`src/rtl/input_cond_pkg.sv`:
```
// Shared defaults, counter sizing helper and channel vector type for the
// input conditioner.
package input_cond_pkg;

  localparam int DEF_WIDTH        = 5;
  localparam int DEF_SYNC_STAGES  = 2;
  localparam int DEF_DEBOUNCE_CNT = 16;

  // Bits needed to hold values 0..n.
  function automatic int cnt_w(input int n);
    return $clog2(n + 1);
  endfunction

  typedef logic [DEF_WIDTH-1:0] chan_vec_t;

endpackage

```
`src/rtl/debounce_chan.sv`:
```
// One input channel: synchroniser chain, debounce counter, clean level and
// change pulse. Optional RISE/FALL split under INPUT_COND_EDGE_SPLIT_EN.
module debounce_chan
  import input_cond_pkg::*;
#(
  parameter int   SYNC_STAGES  = DEF_SYNC_STAGES,
  parameter int   DEBOUNCE_CNT = DEF_DEBOUNCE_CNT,
  parameter logic RESET_BIT    = 1'b0
) (
  input  logic clk,
  input  logic rst_n,
  input  logic raw,
  output logic clean,
  output logic changed
`ifdef INPUT_COND_EDGE_SPLIT_EN
  ,
  output logic rise,
  output logic fall
`endif
);

  localparam int CW = cnt_w(DEBOUNCE_CNT);
  localparam logic [CW-1:0] LAST = CW'(DEBOUNCE_CNT - 1);

  logic [SYNC_STAGES-1:0] sync_q;
  logic [CW-1:0]          cnt;
  logic                   sync;

  assign sync = sync_q[SYNC_STAGES-1];

  always_ff @(posedge clk or negedge rst_n) begin
    if (!rst_n) begin
      sync_q  <= {SYNC_STAGES{RESET_BIT}};
      clean   <= RESET_BIT;
      cnt     <= '0;
      changed <= 1'b0;
    end else begin
      sync_q  <= {sync_q[SYNC_STAGES-2:0], raw};
      changed <= 1'b0;
      // Any return to the current clean level discards a partial count.
      if (sync == clean) begin
        cnt <= '0;
      end else if (cnt == LAST) begin
        clean   <= sync;
        cnt     <= '0;
        changed <= 1'b1;
      end else begin
        cnt <= cnt + 1'b1;
      end
    end
  end

`ifdef INPUT_COND_EDGE_SPLIT_EN
  always_ff @(posedge clk or negedge rst_n) begin
    if (!rst_n) begin
      rise <= 1'b0;
      fall <= 1'b0;
    end else begin
      rise <= (sync != clean) && (cnt == LAST) && sync;
      fall <= (sync != clean) && (cnt == LAST) && !sync;
    end
  end
`endif

endmodule

```
`src/rtl/input_conditioner.sv`:
```
// Synchronises and debounces WIDTH raw lines, with change pulses and a
// post-reset VALID flag. Optional RISE/FALL ports: INPUT_COND_EDGE_SPLIT_EN.
module input_conditioner
  import input_cond_pkg::*;
#(
  parameter int               WIDTH        = DEF_WIDTH,
  parameter int               SYNC_STAGES  = DEF_SYNC_STAGES,
  parameter int               DEBOUNCE_CNT = DEF_DEBOUNCE_CNT,
  parameter logic [WIDTH-1:0] RESET_VAL    = {WIDTH{1'b0}}
) (
  input  logic             CLK,
  input  logic             RST_N,
  input  logic [WIDTH-1:0] RAW_IN,
  output logic [WIDTH-1:0] CLEAN_OUT,
  output logic [WIDTH-1:0] CHANGED,
  output logic             VALID
`ifdef INPUT_COND_EDGE_SPLIT_EN
  ,
  output logic [WIDTH-1:0] RISE,
  output logic [WIDTH-1:0] FALL
`endif
);

  localparam int SETTLE = SYNC_STAGES + DEBOUNCE_CNT;
  localparam int SW     = cnt_w(SETTLE);
  localparam logic [SW-1:0] SETTLE_MAX  = SW'(SETTLE);
  localparam logic [SW-1:0] SETTLE_LAST = SW'(SETTLE - 1);

  logic [SW-1:0] settle;

  for (genvar i = 0; i < WIDTH; i++) begin : g_chan
    debounce_chan #(
      .SYNC_STAGES (SYNC_STAGES),
      .DEBOUNCE_CNT(DEBOUNCE_CNT),
      .RESET_BIT   (RESET_VAL[i])
    ) u_chan (
      .clk    (CLK),
      .rst_n  (RST_N),
      .raw    (RAW_IN[i]),
      .clean  (CLEAN_OUT[i]),
      .changed(CHANGED[i])
`ifdef INPUT_COND_EDGE_SPLIT_EN
      ,
      .rise   (RISE[i]),
      .fall   (FALL[i])
`endif
    );
  end

  // VALID is set on the same edge the settle count reaches its limit.
  always_ff @(posedge CLK or negedge RST_N) begin
    if (!RST_N) begin
      settle <= '0;
      VALID  <= 1'b0;
    end else begin
      if (settle != SETTLE_MAX) settle <= settle + 1'b1;
      if (settle == SETTLE_LAST) VALID <= 1'b1;
    end
  end

endmodule

```
`config.mk`:
```
export PLATFORM = sky130hd
export DESIGN_NAME = input_conditioner
export DESIGN_NICKNAME = d
export VERILOG_FILES = /design/src/rtl/input_cond_pkg.sv /design/src/rtl/debounce_chan.sv /design/src/rtl/input_conditioner.sv
export SDC_FILE = /design/constraint.sdc
export NUM_CORES = 1
export LEC_CHECK = 0
export BUFFER_PORTS_ARGS = -buffer_cell sky130_fd_sc_hd__buf_2
export CORE_UTILIZATION = 56
export CTS_BUF_LIST = sky130_fd_sc_hd__clkbuf_4
export DETAILED_ROUTE_END_ITERATION = 16
export PLACE_DENSITY_LB_ADDON = 0.08
export REMOVE_ABC_BUFFERS = 1
export SLEW_MARGIN = 0
export SYNTH_ARGS = -nofsm -noshare
export SYNTH_HDL_FRONTEND = slang
export SYNTH_SLANG_ARGS = --single-unit
```
`constraint.sdc`:
```
create_clock -name CLK -period 1.4 [get_ports CLK]
set_input_delay 0 -clock CLK [delete_from_list [all_inputs] [get_ports CLK]]
set_output_delay 0 -clock CLK [all_outputs]
set_load 0.02 [all_outputs]
```
==> impl_results.md <==
- Status: finished, final reports clean
- Final net count: between 150 and 200
- Endpoints failing setup: 0
- Critical path class: register to register
- Fillers: 270
- Die height: 62.5 microns
- Routed Antenna Nets: 0
- Total clock buffers created by CTS: 5
- Post-synth ARST share: 100%
- Pre-CTS setup slack: about 0.11 ns
- Detailed-route vias per instance: around 5
- Worst Hold Class: input pin to asynchronous set/reset pin
- CP required: ~1.7 ns
- WL met2: 1.28 mm
- Max incr delay on CP: roughly 0.40 ns
- Core area: roughly 0.0034 sq mm
- Largest net degree at the start of global routing: 52
- Post-Route Setup TNS: 0 ns
- Multi-input logic area: 672 sq um
- Clock Power Share: a little under a third
- Total setup buffers inserted after CTS: 0
- Area leader, netlist: dfrtp_1
- Post-route insts no fill: between 200 and 250
- Internal power: about 2 mW
- Layout cells sized above 1: a little under a fifth
- Period utilisation layout: around 90%
- Delay-heaviest family, CP: flip-flops
- Gate count of the mapped netlist: between 150 and 200
- CTS tree: built
- Initial Util: between 60 and 70%
- Mapped Avg Cell Area: around 13 sq um
- Synth top area share: 62.3%
- WL met1: approximately 1.2 mm
- Max Cap Violations: 0
- Placed cells: about 220
- FMAX: approximately 0.77 GHz
- Placer Congestion: ~0.66
- Finished Core Util: 66.2%
- Clk_lat worst skew: about 0.35 ns
- DR WL/cell: 11.3 microns
- Synth cell types: 21
- Static Leak: 1.15 nW
- Main area contributors after synthesis: dfrtp_1 62%, xnor2_1 5.6%, ha_1 4.9%, nor2_1 4.6%, xor2_1 4.3%
- RSZ-0062 raised after global routing: false
- #FFs+latches synth: between 50 and 60
- Num rows: 21
- Hold WS: about 0.26 ns
- H-tree depth: 2
- Comb pwr share: ~5.5%
- Count leader, synth: dfrtp_1
- Highest metal used: met4
- Die width: roughly 62 microns
- Drt total wl: 2.61 mm
- Arrival time worst endpoint: around 1.5 ns
- Peak VDD IR: just under 0.9 mV
- Sw Pwr: between 0.5 and 0.6 mW
- Startpoint types: register
- Number of enable flip-flop cells after synthesis: 0
- GRT overflow: 0
- Max-slew violation count: 0
- Pwr/cell area: roughly 1100 mW/mm^2
- Vias in the first global route: roughly 1.2k
- Worst Path Buf+Inv: 0
- Diode count: 0
- IO Count: 18
- Hpwl dp: approximately 1.9 mm
- Clock tree root buffer cell: clkbuf_4
- TritonRoute pass-1 iters: 4
- Clock slew at reported path FFs: roughly 0.13 ns
- Die area: 0.00391 sq mm
- Top FF cell, synth: dfrtp_1
- Synth Cell Area: about 0.0020 sq mm
- Worst slew pin tran: approximately 0.60 ns
- Seq pwr share: 63.0%
- Post-layout min period: ~1.3 ns
- Clk buf depth: 2
- Yosys warns: 0
- Crit-path cells: ha_1 -> nand3_2 -> nor2_1 -> mux2_1
- Slowest CP cell: dfrtp_1
- Hold Fails Final Rpt: 0
- Reg area: roughly 0.0013 sq mm
- Layout Skew: 0.00948 ns
- R2R depth: 4
- Input/output buffers: 17
- DR iter-0 viols: 43
- Sw frac: a little over a fifth
- CP Capture Type: register
- Remaining DRCs: 0
- Antenna violations before repair: 0
- Slack of the critical path: 0.106 ns
- Max-slew headroom: 59.9%
- Critical path depth: 4
- Synthesis-to-layout area growth: 10.3%
- Post-synth top cells: 51 x dfrtp_1, 25 x nor2_1, 13 x xnor2_1
- Clock sink total: 51
- GRT Overall Usage: approximately 16%
- First-pass GRT wire length: slightly below 5 mm
- Met3 WL: 120 microns
- Seq/Total Area, Yosys: between 60 and 70%
- Vias post-DR: around 1.1k
- Post-CTS Resized: 0
- CP Max Fanout: 4
final cells by class:
cell class,count,share of cell area [%]
flip-flops and latches,51,56.4
multi-input cells,95,29.7
repair buffers,24,6.75
well taps,46,2.55
clock inverters,3,1.72
clock buffers,5,1.66
inverters,7,1.16
state kept, by name (all words and copies together) (netlist names):
register / flops
VALID: 1
g_chan.u_chan.changed: 5
g_chan.u_chan.clean: 5
g_chan.u_chan.cnt: 25
g_chan.u_chan.sync_q: 10
settle: 5
power by group through the flow:
| stage | Sequential, mW | Clock, mW | Combinational [mW] |
|---|---|---|---|
| floorplan | 1.58 | 0 | 0.0735 |
| global placement | 1.58 | 0 | 0.119 |
| detailed placement | 1.59 | 0 | 0.129 |
| CTS | 1.56 | 0.816 | 0.141 |
| global route | 1.57 | 0.878 | 0.161 |
| finish | 1.56 | 0.781 | 0.137 |
metrics by stage:
stage / cell area [sq um] / power, mW
after floorplan: 1970 / 1.65
after global placement: 2120 / 1.70
after detailed placement: 2120 / 1.72
after CTS: 2260 / 2.52
after global routing: 2260 / 2.61
final: 2260 / 2.48
final timing paths:
| path | from | to | slack, ns |
|---|---|---|---|
| setup / recovery | g_chan[1].u_chan.cnt[0] | g_chan[1].u_chan.clean | 0.11 |
| hold / removal | RST_N | g_chan[2].u_chan.cnt[3] | 0.26 |
| setup reg to reg | g_chan[1].u_chan.cnt[0] | g_chan[1].u_chan.clean | 0.11 |
| hold reg to reg | g_chan[1].u_chan.sync_q[0] | g_chan[1].u_chan.sync_q[1] | 0.36 |
| max in group asynchronous | RST_N | g_chan[1].u_chan.cnt[4] | 0.74 |
| min in group CLK | RAW_IN[2] | g_chan[2].u_chan.sync_q[0] | 0.27 |
kinds of logic after synthesis:
group	after synthesis	share of synthesized area, %
DFF	51	62.3
and+or+nand+nor	50	12.6
xor gates and xnor gates	23	9.83
buffers and inverters	17	4.95
AOI/OAI and AO/OA	8	2.26
adders and majority gates	8	4.88
muxes	6	3.24
placed cells by master, fill, tap and decap left out, types with 6 or more instances in the layout:
master	count
nand3_1	7
nor2_1	25
dlygate4sd3_1	6
inv_1	7
buf_2	17
dfrtp_1	51
ha_1	8
xor2_1	10
xnor2_1	13
worst min-delay path, stage by stage:
cell and delay [ns]:
dlygate4sd3_1 0.52, buf_2 0.10, buf_4 0.49
what timing repair did:
action	CTS	global route
setup endpoints to repair	0	0
hold buffers	6	0
hold endpoints to repair	56	0
layer usage:
layer	GRT usage [%]	vias up
li1	-	566
met1	18.9	555
met2	27.7	22
met3	5.66	6
met4	6.69	0
met5	0	-
No activity file was read; power rests on OpenSTA's default activity.
